<file path="src/rtl/req_pri_enc_pkg.sv">
// Shared constants and the lowest-set-bit helper for the request priority encoder.
package req_pri_enc_pkg;

    localparam int N_DEFAULT = 4;
    localparam int IDXW      = $clog2(N_DEFAULT);

    // Lowest index wins; an all-zero vector returns 0.
    function automatic logic [IDXW-1:0] lsb_idx(input logic [N_DEFAULT-1:0] vec);
        logic [IDXW-1:0] idx;
        idx = '0;
        for (int i = N_DEFAULT - 1; i >= 0; i--) begin
            if (vec[i]) idx = IDXW'(i);
        end
        return idx;
    endfunction

endpackage

</file>
<file path="src/rtl/req_pri_enc_if.sv">
// Request capture and valid/ready index port of the priority encoder.
interface req_pri_enc_if
    import req_pri_enc_pkg::*;
#(
    parameter int N = N_DEFAULT
);
    localparam int IW = $clog2(N);

    logic          en;
    logic [N-1:0]  req_in;
    logic          out_valid;
    logic          out_ready;
    logic [IW-1:0] out_idx;
    logic [N-1:0]  out_onehot;
    logic [N-1:0]  pending;
    logic          overflow;

    modport master (
        output en, req_in, out_ready,
        input  out_valid, out_idx, out_onehot, pending, overflow
    );

    modport slave (
        input  en, req_in, out_ready,
        output out_valid, out_idx, out_onehot, pending, overflow
    );

endinterface

</file>
<file path="src/rtl/req_pri_enc_lsb.sv">
// Stateless lowest-set-bit encoder: binary index plus an any-bit-set flag.
module pri_enc_lsb
    import req_pri_enc_pkg::*;
#(
    parameter int N  = N_DEFAULT,
    parameter int IW = $clog2(N)
) (
    input  logic [N-1:0]  i_vec,
    output logic [IW-1:0] o_idx,
    output logic          o_any
);

    assign o_any = |i_vec;

    generate
        if (N == N_DEFAULT && IW == IDXW) begin : g_pkg
            assign o_idx = lsb_idx(i_vec);
        end else begin : g_loop
            always_comb begin
                o_idx = '0;
                for (int i = N - 1; i >= 0; i--) begin
                    if (i_vec[i]) o_idx = IW'(i);
                end
            end
        end
    endgenerate

endmodule

</file>
<file path="src/rtl/req_pri_enc.sv">
// Sticky pending set feeding a registered valid/ready index output; lower index = higher priority.
module req_pri_enc
    import req_pri_enc_pkg::*;
#(
    parameter int N = N_DEFAULT
) (
    input  logic       clk,
    input  logic       rst,
    req_pri_enc_if.slave bus
);
    localparam int IW = $clog2(N);

    logic [N-1:0]  r_pending;
    logic          r_valid;
    logic [IW-1:0] r_idx;
    logic          r_overflow;

    logic          w_fire;
    logic          w_load;
    logic [N-1:0]  w_clr;
    logic [N-1:0]  w_set;
    logic [N-1:0]  w_pend_nxt;
    logic [IW-1:0] w_nxt_idx;
    logic          w_nxt_any;
    logic [N-1:0]  w_onehot;

    assign w_onehot   = N'(1) << r_idx;
    assign w_fire     = r_valid && bus.out_ready;
    assign w_load     = !r_valid || bus.out_ready;
    assign w_clr      = w_fire ? w_onehot : '0;
    assign w_set      = bus.en ? bus.req_in : '0;
    // Set is OR'd after the clear, so a re-request on the retiring bit keeps it pending.
    assign w_pend_nxt = (r_pending & ~w_clr) | w_set;

    pri_enc_lsb #(.N(N), .IW(IW)) u_lsb (
        .i_vec (w_pend_nxt),
        .o_idx (w_nxt_idx),
        .o_any (w_nxt_any)
    );

    always_ff @(posedge clk) begin
        if (rst) begin
            r_pending  <= '0;
            r_valid    <= 1'b0;
            r_idx      <= '0;
            r_overflow <= 1'b0;
        end else begin
            r_pending  <= w_pend_nxt;
            r_overflow <= |(w_set & r_pending & ~w_clr);
            // Output stage only reloads when empty or accepted: no preemption during a stall.
            if (w_load) begin
                r_valid <= w_nxt_any;
                r_idx   <= w_nxt_any ? w_nxt_idx : '0;
            end
        end
    end

    assign bus.out_valid  = r_valid;
    assign bus.out_idx    = r_idx;
    assign bus.out_onehot = r_valid ? w_onehot : '0;
    assign bus.pending    = r_pending;
    assign bus.overflow   = r_overflow;

endmodule

</file>
<file path="src/flat_wrapper.sv">
// flat-port wrapper written by rule: the top's interface ports become plain ports
module req_pri_enc_flat import req_pri_enc_pkg::*;
#(
    parameter int N = N_DEFAULT
)
  (clk, rst, bus_en, bus_req_in, bus_out_ready, bus_out_valid, bus_out_idx, bus_out_onehot, bus_pending, bus_overflow);
  req_pri_enc_if #(.N(N)) bus_i ();
  input  logic clk;
  input  logic rst;
  input wire logic [$bits(bus_i.en)-1:0] bus_en;
  input wire logic [$bits(bus_i.req_in)-1:0] bus_req_in;
  input wire logic [$bits(bus_i.out_ready)-1:0] bus_out_ready;
  output wire logic [$bits(bus_i.out_valid)-1:0] bus_out_valid;
  output wire logic [$bits(bus_i.out_idx)-1:0] bus_out_idx;
  output wire logic [$bits(bus_i.out_onehot)-1:0] bus_out_onehot;
  output wire logic [$bits(bus_i.pending)-1:0] bus_pending;
  output wire logic [$bits(bus_i.overflow)-1:0] bus_overflow;
  assign bus_i.en = bus_en;
  assign bus_i.req_in = bus_req_in;
  assign bus_i.out_ready = bus_out_ready;
  assign bus_out_valid = bus_i.out_valid;
  assign bus_out_idx = bus_i.out_idx;
  assign bus_out_onehot = bus_i.out_onehot;
  assign bus_pending = bus_i.pending;
  assign bus_overflow = bus_i.overflow;
  req_pri_enc #(.N(N)) u_core (.clk(clk), .rst(rst), .bus(bus_i));
endmodule
</file>
<file path="config.mk">
export PLATFORM = sky130hd
export DESIGN_NAME = req_pri_enc_flat
export DESIGN_NICKNAME = d
export VERILOG_FILES = /design/src/rtl/req_pri_enc_pkg.sv /design/src/rtl/req_pri_enc_if.sv /design/src/rtl/req_pri_enc_lsb.sv /design/src/rtl/req_pri_enc.sv /design/src/flat_wrapper.sv
export SDC_FILE = /design/constraint.sdc
export NUM_CORES = 1
export LEC_CHECK = 0
export ABC_AREA = 1
export BUFFER_PORTS_ARGS = -buffer_cell sky130_fd_sc_hd__buf_2
export CORE_AREA = 2 2 39 41
export DETAILED_ROUTE_END_ITERATION = 16
export DIE_AREA = 0 0 41 43
export MAX_ROUTING_LAYER = met4
export PLACE_DENSITY = 0.65
export SKIP_CTS_REPAIR_TIMING = 1
export SLEW_MARGIN = 10
export SYNTH_ARGS = -nofsm -noshare
export SYNTH_HDL_FRONTEND = slang
export SYNTH_SLANG_ARGS = --single-unit
</file>
<file path="constraint.sdc">
create_clock -name clk -period 1.2 [get_ports clk]
set_input_delay 0.12 -clock clk [delete_from_list [all_inputs] [get_ports clk]]
set_output_delay 0.12 -clock clk [all_outputs]
set_load 0.02 [all_outputs]
</file>
# Yosys cells after proc, flatten, opt, wreduce, memory -nomap -nowiden

Cells that the tools add are included.

Register bits: 8
Output and inout bits: 12
Word-level logic and storage cells: 23

Reduce and logical (&&, ||, !) cells: 5
Multiplexer cells: 8
Shift-type cells: 1
Bitwise logic cells: 5

Operators with widths:

| operator                                                           | count |
|---|---|
| 4-bit bitwise AND                                                  | 3 |
| 4-bit 2-to-1 mux                                                   | 3 |
| 2-bit 2-to-1 mux                                                   | 5 |
| 4-bit OR reduction                                                 | 2 |
| 4-bit inverter                                                     | 1 |
| 4-bit OR                                                           | 1 |
| 1-bit by 2-bit left shift with 4-bit output (first input constant) | 1 |
| 1-bit logical AND                                                  | 1 |
| 1-bit zero test                                                    | 1 |
| 1-bit logical OR                                                   | 1 |

# Logic depth before layout (Yosys ltp)

Gate-level depths: netlist of run 1.

Depth in word-level cells: 10
Gate-level depth with buffers: 9
Depth with buffers taken out: 9

# Cells and area by module

A second synthesis of run 1 with hierarchy kept.

Cells, all modules: 78
Area, all modules: 449.2 um^2

Modules (own cells, without submodules):

| module      | area an instance (um^2) | times used | cells each | seq. area each (um^2) |
|---|---|---|---|---|
| req_pri_enc | 402.9                   | 1          | 69         | 160.2 |
| pri_enc_lsb | 46.3                    | 1          | 9          | 0.0 |

# Worst setup path before layout of run 1

OpenSTA, ideal clock, no wires.

Path kind: register to output
From: register u_core.r_idx[0] (netlist: u_core.bus.out_idx[0])
To: output port bus_out_onehot[1]
Path buffers: 0
Required time: 1.080 ns
Cell stages (with the launch flop): 3
Setup slack: -0.047 ns
Data arrival time: 1.127 ns
Cell sequence: dfxtp_1 > inv_1 > nor3_1

Longest elaborated chain between the ends: 2

RTL lines:

| item                                        | RTL line           | RTL |
|---|---|---|
| start, declared                             | req_pri_enc.sv:15  | `logic [IW-1:0] r_idx;` |
| start signal, assigned                      | req_pri_enc.sv:53  | `r_idx <= w_nxt_any ? w_nxt_idx : '0;` |
| 1-bit by 2-bit left shift with 4-bit output | req_pri_enc.sv:27  | `assign w_onehot = N'(1) << r_idx;` |
| 4-bit 2-to-1 mux                            | req_pri_enc.sv:60  | `assign bus.out_onehot = r_valid ? w_onehot : '0;` |
| end, declared                               | flat_wrapper.sv:15 | `output wire logic [$bits(bus_i.out_onehot)-1:0] bus_out_onehot;` |

No other way between the ends.

# Worst setup path after layout of run 1

From: register u_core.r_valid (netlist: u_core.bus.out_valid)
To: output port bus_out_onehot[2]

Longest elaborated chain between the ends: 1

RTL lines:

| item                   | RTL line          | RTL |
|---|---|---|
| start, declared        | req_pri_enc.sv:14 | `logic r_valid;` |
| start signal, assigned | req_pri_enc.sv:52 | `r_valid <= w_nxt_any;` |
| 4-bit 2-to-1 mux       | req_pri_enc.sv:60 |  |

No other way between the ends.

==> results of run 1 <==
## Yosys cell counts, drive strengths merged
cell | count | area, um^2
nand2 | 17 | 73.8
o21a | 1 | 7.51
clkinv | 1 | 3.75
o21ai | 4 | 27.5
nand4 | 2 | 12.5
a21oi | 2 | 21.3
nor3 | 3 | 15.0
inv | 9 | 33.8
nand3 | 4 | 20.0
a31oi | 1 | 6.26
nor2 | 9 | 38.8
dfxtp | 8 | 160
## through the flow
step                      utilization [%]  TNS, ps  hold slack [ps]
final                                42.6        0              125
after detailed placement             39.3        0              396
after floorplan                         -        0              189
after global placement               39.3        0              403
after CTS                            41.0        0              122
after global routing                 42.6    -23.9              124
## logic make-up after synthesis
kind of cell / share of synthesized area (%)
buffers and inverters: 8.93
DFF: 38.1
AOI/OAI and AO/OA: 14.9
and+or+nand+nor: 38.1
## worst paths after layout
kind | startpoint | to | slack (ps) | cells past startpoint
max reg2reg | u_core.bus.out_idx[1]$_SDFFE_PP0P_ | u_core.bus.out_idx[1]$_SDFFE_PP0P_ | 90 | 7
max | u_core.bus.out_valid$_SDFFE_PP0P_ | bus_out_onehot[2] | 70 | 3
min | rst | u_core.bus.overflow$_SDFF_PP0_ | 120 | 2
min reg2reg | u_core.bus.pending[1]$_SDFF_PP0_ | u_core.bus.overflow$_SDFF_PP0_ | 520 | 2
## cells in the final DEF, fill, tap and decap left out
cell      count
nor3_1        1
inv_1         4
inv_2         5
a21oi_1       1
a21oi_4       1
o21ai_2       2
clkbuf_4      3
buf_2        18
buf_4         1
nor2_4        1
nor2_2        1
dfxtp_4       2
nor2_1        7
o21a_1        1
nand4_1       2
dfxtp_2       1
a31oi_1       1
nand2_1      11
nand2_2       6
dfxtp_1       5
nor3_2        2
o21ai_0       2
nand3_1       4
clkinv_1      1
## sequential cells by signal, summed over array words and instances, names as in the netlist
signal,count
u_core.bus.pending,4
u_core.bus.out_idx,2
u_core.bus.out_valid,1
u_core.bus.overflow,1
## critical path, cell delays in order, from the launching register on
cell,delay [ps]
dfxtp_2,340
inv_2,70
nor3_2,170
buf_2,190
## where the power goes
group          internal [mW]  total, mW  switching (mW)
clock network          0.114      0.204          0.0895
logic                 0.0784      0.223           0.144
registers              0.292      0.318          0.0264
total                  0.485      0.745           0.260
## area by class of cell
cell class	instances	share of cell area, %
Multi-Input combinational cell	43	41.2
Sequential cell	8	28.7
Timing Repair Buffer	19	16.6
Inverter	10	6.37
Clock buffer	3	3.82
Tap cell	16	3.40
## metal layers
layer  vias to the layer above  global-route usage, %
met5                         -                      -
met4                         0                   6.00
met3                         2                   9.42
met2                         9                   19.1
met1                       210                   12.0
li1                        239                      -
==> impl_metrics.yaml, run 1 <==
pwr:
  total_power_mw: 0.745
  p_leak_nw: 0.295
  ir_drop_mv: 0.567
  powerDensity_mw_per_mm2: 1260
die:
  start_util_pct: 30.4
  die-area_mm2: 0.00176
  die_x_um: 41
  rows: 14
  fp.coreArea_mm2: 0.00138
  ios: 20
  die_y_um: 43
layout:
  multi_input_area_um2: 243
  final-seq-area_um2: 169
  antennaDiodeCount: 0
  fin_area_um2: 589
  n_fill_cell: 154
  final_cells: 99
  drive_gt1_share_pct: 51.8
  fin_nets: 93
  area_growth_pct: 40.2
clock_network:
  cts_tree: "done"
  clock_latency_ps: 260
  ctsRootBufferMaster: "clkbuf_4"
  cts.sinks: 8
  h-tree-depth: 1
  cts_buffer_depth: 2
  cts_inserted_buffers: 3
  clk_pin_slew_worst_paths_ps: 60
grt:
  grt_usage_pct: 12.9
  grt_pass1_wl_um: 1400
  antenna_found_initial: 0
  grt-ovfl-total: 0
  grt_max_degree: 9
  grt_pass1_vias: 372
drt:
  routed-wl-met3_um: 66
  wl_met2_um: 520
  dr.pass1.iters: 4
  ant_nets: 0
  initialDrtViolationCount: 5
  top_layer_used: "met4"
  vias_per_cell: 4.65
  vias: 460
  drt-met1-wl_um: 384
  wire_per_inst_um: 9.95
  drt-total-wl_um: 985
  drc: 0
setup_path:
  cp_max_fo: 5
  start_kind: "flop"
  cp-end-kind: "output port"
  worstPathRequired_ps: 1080
  path_class: "reg2out"
  worstPathArrival_ps: 1010
sta:
  finalClockSkew_ps: 9.50
  maxSlewViolCount: 0
  finalHoldViolCount: 0
  grt_setup_unrepaired: "true"
  setup_violations: 0
  finalCriticalPeriod_ps: 1130
  tightest_slew_ps: 156
  setup_ws_ps: 65.8
  relSlewSlack_pct: 89.6
  fmax_mhz: 882
  finalCritPeriodShare_pct: 94.5
placement:
  dp_cells: 96
  place_area_um2: 544
  port_buffers: 19
  preCtsSetupSlack_ps: 69.0
  routabilityCongestion: 0.728
  place_hpwl_um: 770
synthesis:
  synth-seq-cells: 8
  syn-cell-area_um2: 420
  yosysWarnings: 0
  ys_seq_area_share_pct: 38.1
  yosysUniqueCellTypes: 17
  syn-instance-count: 61
  syn-num-nets: 69
  syn_avg_cell_area_um2: 6.89
outcome:
  run_status: "complete, no violations"
worst_hold_path:
  hold_class: "in2reg"
flow_run:
  cap_violations: 0
No activity file was read; power rests on OpenSTA's default activity.
==> run 2: changes to the inputs <==
--- a/config.mk
+++ b/config.mk
@@ -5,13 +5,13 @@
 export SDC_FILE = /design/constraint.sdc
 export NUM_CORES = 1
 export LEC_CHECK = 0
-export ABC_AREA = 1
+export ABC_AREA = 0
 export BUFFER_PORTS_ARGS = -buffer_cell sky130_fd_sc_hd__buf_2
 export CORE_AREA = 2 2 39 41
 export DETAILED_ROUTE_END_ITERATION = 16
 export DIE_AREA = 0 0 41 43
 export MAX_ROUTING_LAYER = met4
-export PLACE_DENSITY = 0.65
+export PLACE_DENSITY = 0.64
 export SKIP_CTS_REPAIR_TIMING = 1
 export SLEW_MARGIN = 10
 export SYNTH_ARGS = -nofsm -noshare
==> constraint.sdc (replaced) <==
create_clock -name clk -period 1.2 [get_ports clk]
set_input_delay 0.24 -clock clk [delete_from_list [all_inputs] [get_ports clk]]
set_output_delay 0.24 -clock clk [all_outputs]
set_load 0.02 [all_outputs]
==> run 2 against run 1 <==
  * The run now ends with setup timing left
  * Power rose by 1.4%
  * Non-clock buffer count rose by 9
  * Clock power rose by 7%
  * Die area did not move
  * Largest cell class unchanged
==> impl_metrics.yaml, run 2 <==
pwr:
  p_leak_nw: 0.310
  total_power_mw: 0.755
  ir_drop_mv: 0.530
  powerDensity_mw_per_mm2: 1140
placement:
  dp_cells: 82
  routabilityCongestion: 0.766
  port_buffers: 19
  place_area_um2: 564
sta:
  finalHoldViolCount: 0
  setup_ws_ps: -108
  holdWs_ps: 257
  grt_setup_unrepaired: "true"
  fmax_mhz: 764
  maxSlewViolCount: 0
  setup_violations: 6
  finalCritPeriodShare_pct: 109
  finalClockSkew_ps: 7.01
  finalCriticalPeriod_ps: 1310
  tightest_slew_ps: 253
  relSlewSlack_pct: 83.2
synthesis:
  ys_top_cells_by_area: "dfxtp_1 (40%), a22oi_2 (6.2%), nand3_1 (5.0%), nor2_1 (4.7%), a22oi_1 (3.7%)"
  yosysMostFrequentCell: "dfxtp_1"
  async_flop_share_pct: 0
  yosys_most_used_dff: "dfxtp_1"
  synth_edf_count: 0
  syn_avg_cell_area_um2: 9.37
  syn-num-nets: 51
  synth_common_cells: "dfxtp_1 (8), nor2_1 (5), nand3_1 (4)"
  ys_seq_area_share_pct: 39.8
  yosysWarnings: 0
  syn-instance-count: 43
  synth_top_area_share_pct: 39.8
  synth_area_leader_cell: "dfxtp_1"
  syn-cell-area_um2: 403
  yosysUniqueCellTypes: 23
  synth-seq-cells: 8
layout:
  fin_nets: 83
  n_fill_cell: 133
  area_growth_pct: 64.6
  antennaDiodeCount: 0
  final_cell_mix: "buf_2 (15), buf_4 (8), nor2_1 (5), buf_6 (5), dfxtp_1 (5)"
  largest_reg_flops: 4
  layout_commonest_cell: "buf_2"
  fin_area_um2: 663
  final_util_pct: 47.9
  drive_gt1_share_pct: 59.5
  final_cells: 90
setup_path:
  path_class: "reg2out"
  cp_max_fo: 6
  worstPathRequired_ps: 960
  reg2reg_depth: 5
  reg2reg_to: "u_core.bus.out_idx[1]$_SDFFE_PP0P_"
  cp-end-kind: "output port"
  rr_startpoint: "u_core.bus.out_idx[1]$_SDFFE_PP0P_"
  reg2reg_slack_ps: -30
  worstPathArrival_ps: 1070
  start_kind: "flop"
die:
  die-area_mm2: 0.00176
  ios: 20
  die_y_um: 43
  rows: 14
  start_util_pct: 29.1
  die_x_um: 41
  fp.coreArea_mm2: 0.00138
grt:
  grt_usage_pct: 12.7
  use_met1_pct: 15.6
  grtUsageMet2_pct: 18.8
  grt.met3_usage_pct: 1.57
  grt.busiest_layer: "met2"
  grt_max_degree: 11
  grt_pass1_vias: 362
  grt_pass1_wl_um: 1480
  grt-ovfl-total: 0
  antenna_found_initial: 0
drt:
  drc: 0
  dr.pass1.iters: 4
  vias_per_cell: 5.09
  ant_nets: 0
  wire_per_inst_um: 12.0
  initialDrtViolationCount: 10
  vias: 458
  drt-total-wl_um: 1080
worst_hold_path:
  hp-start: "rst"
  hold_class: "in2reg"
  min_path_cells: 2
  hold_end: "u_core.bus.out_idx[1]$_SDFFE_PP0P_"
clock_network:
  ctsRootBufferMaster: "clkbuf_4"
  clk_pin_slew_worst_paths_ps: 60
  cts_tree: "done"
  cts_buffer_depth: 2
  clock_latency_ps: 250
  cts_inserted_buffers: 3
  cts.sinks: 8
  h-tree-depth: 1
outcome:
  run_status: "finished with violations"
  failed_checks: "setup timing"
flow_run:
  cap_violations: 0
==> run 2: cell types whose count changed after synthesis, moves of 3 or more <==
cell / previous run / this run
nand2_1: 13 / 2
inv_1: 5 / 1
inv_2: 4 / 0
nand2_2: 4 / 0
nor3_1: 3 / 0
==> run 2: cell families after synthesis <==
family,Yosys count,share of synthesized area [%]
buf+inv,2,2.79
simple gates,23,37.0
compound gates,10,20.5
flops,8,39.8
==> run 2: per-stage QoR <==
stage,worst slack [ps],TNS [ps]
5_1_grt,-146,-816
3_5_place_dp,-89.9,-101
2_1_floorplan,14.9,0
6_report,-108,-385
4_1_cts,-147,-653
3_3_place_gp,-38.3,-38.3
==> run 2: where the power goes <==
part / internal, mW / leakage [nW] / total, mW / switching (mW)
clock network: 0.127 / 0.0150 / 0.219 / 0.0914
logic: 0.113 / 0.227 / 0.226 / 0.112
registers: 0.287 / 0.0680 / 0.311 / 0.0243
==> run 2: cell type report <==
class / count / area, um^2 / share of cell area, %
inverters: 1 / 3.75 / 0.566
well taps: 16 / 20.0 / 3.02
multi-input cells: 33 / 250 / 37.7
repair buffers: 28 / 191 / 28.9
flip-flops and latches: 8 / 171 / 25.8
clock buffers: 4 / 26.3 / 3.96
==> run 2: critical path, stage by stage (launching register included) <==
cell	delay (ps)
dfxtp_4	360
buf_6	120
and3b_2	230
buf_6	110
==> run 2: worst max path at each step <==
stage,start,end,slack [ps],cells past startpoint
floorplan,u_core.bus.out_valid$_SDFFE_PP0P_,u_core.bus.out_valid$_SDFFE_PP0P_,10,5
global placement,u_core.bus.out_idx[1]$_SDFFE_PP0P_,u_core.bus.out_idx[1]$_SDFFE_PP0P_,-40,4
detailed placement,u_core.bus.out_idx[1]$_SDFFE_PP0P_,u_core.bus.out_idx[1]$_SDFFE_PP0P_,-90,4
CTS,u_core.bus.out_idx[0]$_SDFFE_PP0P_,bus_out_onehot[2],-150,3
global route,u_core.bus.out_idx[0]$_SDFFE_PP0P_,bus_out_onehot[2],-150,3
finish,u_core.bus.out_idx[0]$_SDFFE_PP0P_,bus_out_onehot[2],-110,3
==> run 2: per-layer routing <==
layer	routed length, um	vias to the layer above
met1	483	213
met5	0	-
met3	48	0
met2	544	16
li1	-	229
met4	0	0
==> run 3: changes to the inputs <==
--- a/config.mk
+++ b/config.mk
@@ -12,6 +12,7 @@
 export DIE_AREA = 0 0 41 43
 export MAX_ROUTING_LAYER = met4
 export PLACE_DENSITY = 0.64
+export RECOVER_POWER = 50
 export SKIP_CTS_REPAIR_TIMING = 1
 export SLEW_MARGIN = 10
 export SYNTH_ARGS = -nofsm -noshare
==> run 3 against run 2 <==
  * The run still ends with setup timing left
  * Critical path depth unchanged
  * Fmax hardly changed
  * Worst setup slack improved by 1.3 ps
  * Clock power is essentially flat
  * Register-to-register slack hardly changed
  * Clock skew hardly changed
  * Final cell count stayed put
  * Non-clock buffer count unchanged
  * Core utilization is 0.45 points lower
  * Clock-buffer cell count unchanged
  * Combinational power about the same
  * Wire length increased by 0.28%
  * Highest routed layer unchanged
==> impl_metrics.yaml, run 3 (synthesis results as in run 2) <==
placement:
  dp_cells: 82
  routabilityCongestion: 0.766
  place_area_um2: 564
  preCtsSetupSlack_ps: -89.9
  port_buffers: 19
clock_network:
  cts_inserted_buffers: 3
  cts_tree: "done"
  h-tree-depth: 1
  cts_buffer_depth: 2
  clk_pin_slew_worst_paths_ps: 60
  cts.sinks: 8
  ctsRootBufferMaster: "clkbuf_4"
  clock_latency_ps: 250
layout:
  fin_area_um2: 657
  layout_commonest_cell: "buf_2"
  fin_nets: 83
  drive_gt1_share_pct: 52.7
  final_util_pct: 47.5
  area_growth_pct: 63.0
  final_cells: 90
  multi_input_area_um2: 250
  antennaDiodeCount: 0
  final-seq-area_um2: 171
  largest_reg_flops: 4
  final_cell_mix: "buf_2 (10), buf_4 (8), clkbuf_1 (6)"
  n_fill_cell: 137
setup_path:
  critPathSlowestCell: "dfxtp_4"
  worstPathArrival_ps: 1070
  start_kind: "flop"
  path_class: "reg2out"
  cp-end-kind: "output port"
  reg2reg_depth: 5
  rr_startpoint: "u_core.bus.out_idx[1]$_SDFFE_PP0P_"
  reg2reg_slack_ps: -30
  worstPathRequired_ps: 960
  critPathMaxStageDelay_ps: 350
  crit_chain: "buf_6 -> and3b_2 -> buf_6"
  critPathBufInv: 2
  path_common_cell: "buf_6"
  cp_max_fo: 6
  reg2reg_to: "u_core.bus.out_idx[1]$_SDFFE_PP0P_"
  path_delay_family: "flip-flops"
flow_run:
  cap_violations: 0
sta:
  setup_ws_ps: -107
  tightest_slew_ps: 252
  finalCritPeriodShare_pct: 109
  holdWs_ps: 256
  finalCriticalPeriod_ps: 1310
  maxSlewViolCount: 0
  setup_violations: 6
  finalHoldViolCount: 0
  relSlewSlack_pct: 83.2
  finalClockSkew_ps: 6.55
  setup-tns-final_ps: -384
  grt_setup_unrepaired: "true"
  fmax_mhz: 765
drt:
  wire_per_inst_um: 12.0
  dr.pass1.iters: 4
  vias_per_cell: 5.03
  drc: 0
  ant_nets: 0
  drt-total-wl_um: 1080
  initialDrtViolationCount: 11
  vias: 453
worst_hold_path:
  hp-start: "rst"
  hold_end: "u_core.bus.out_idx[1]$_SDFFE_PP0P_"
  hold_class: "in2reg"
  min_path_cells: 2
die:
  ios: 20
  fp.coreArea_mm2: 0.00138
  die-area_mm2: 0.00176
  die_x_um: 41
  die_y_um: 43
  rows: 14
  start_util_pct: 29.1
pwr:
  seq_power_share_pct: 41.4
  total_power_mw: 0.753
  p_switching_mw: 0.228
  powerDensity_mw_per_mm2: 1150
  ir_drop_mv: 0.527
  switching_share_pct: 30.3
  p_comb_share_pct: 29.6
  p_leak_nw: 0.291
  power_frac_clock_pct: 29.0
  internal-power_mw: 0.524
grt:
  grt_pass1_wl_um: 1480
  grt_usage_pct: 12.7
  grt_pass1_vias: 362
  grt-ovfl-total: 0
  grt_max_degree: 11
  antenna_found_initial: 0
outcome:
  failed_checks: "setup timing"
  run_status: "finished with violations"
==> run 3: worst max path at each step <==
stage	slack, ps	cells past startpoint	startpoint	endpoint
detailed placement	-90	4	u_core.bus.out_idx[1]$_SDFFE_PP0P_	u_core.bus.out_idx[1]$_SDFFE_PP0P_
CTS	-150	3	u_core.bus.out_idx[0]$_SDFFE_PP0P_	bus_out_onehot[2]
finish	-110	3	u_core.bus.out_idx[0]$_SDFFE_PP0P_	bus_out_onehot[2]
global route	-150	3	u_core.bus.out_idx[0]$_SDFFE_PP0P_	bus_out_onehot[2]
floorplan	10	5	u_core.bus.out_valid$_SDFFE_PP0P_	u_core.bus.out_valid$_SDFFE_PP0P_
global placement	-40	4	u_core.bus.out_idx[1]$_SDFFE_PP0P_	u_core.bus.out_idx[1]$_SDFFE_PP0P_
==> run 3: per-layer routing <==
metal | GRT usage (%) | part of all wire (%) | vias up
met5 | - | 0 | -
met4 | 8.00 | 0 | 0
met1 | 15.6 | 46 | 206
li1 | - | - | 231
met2 | 18.8 | 49 | 16
met3 | 1.57 | 4.9 | 0
==> run 3: area by class of cell <==
class                           count  share of cell area [%]
Clock buffer                        4                    4.00
Inverter                            1                   0.571
Multi-Input combinational cell     33                    38.1
Sequential cell                     8                    26.1
Tap cell                           16                    3.05
Timing Repair Buffer               28                    28.2
==> run 3: power by group through the flow <==
stage	combinational [mW]	sequential (mW)	clock, mW
CTS	0.192	0.310	0.223
detailed placement	0.192	0.316	0
finish	0.223	0.311	0.218
global route	0.243	0.314	0.232
floorplan	0.0858	0.340	0
global placement	0.189	0.314	0
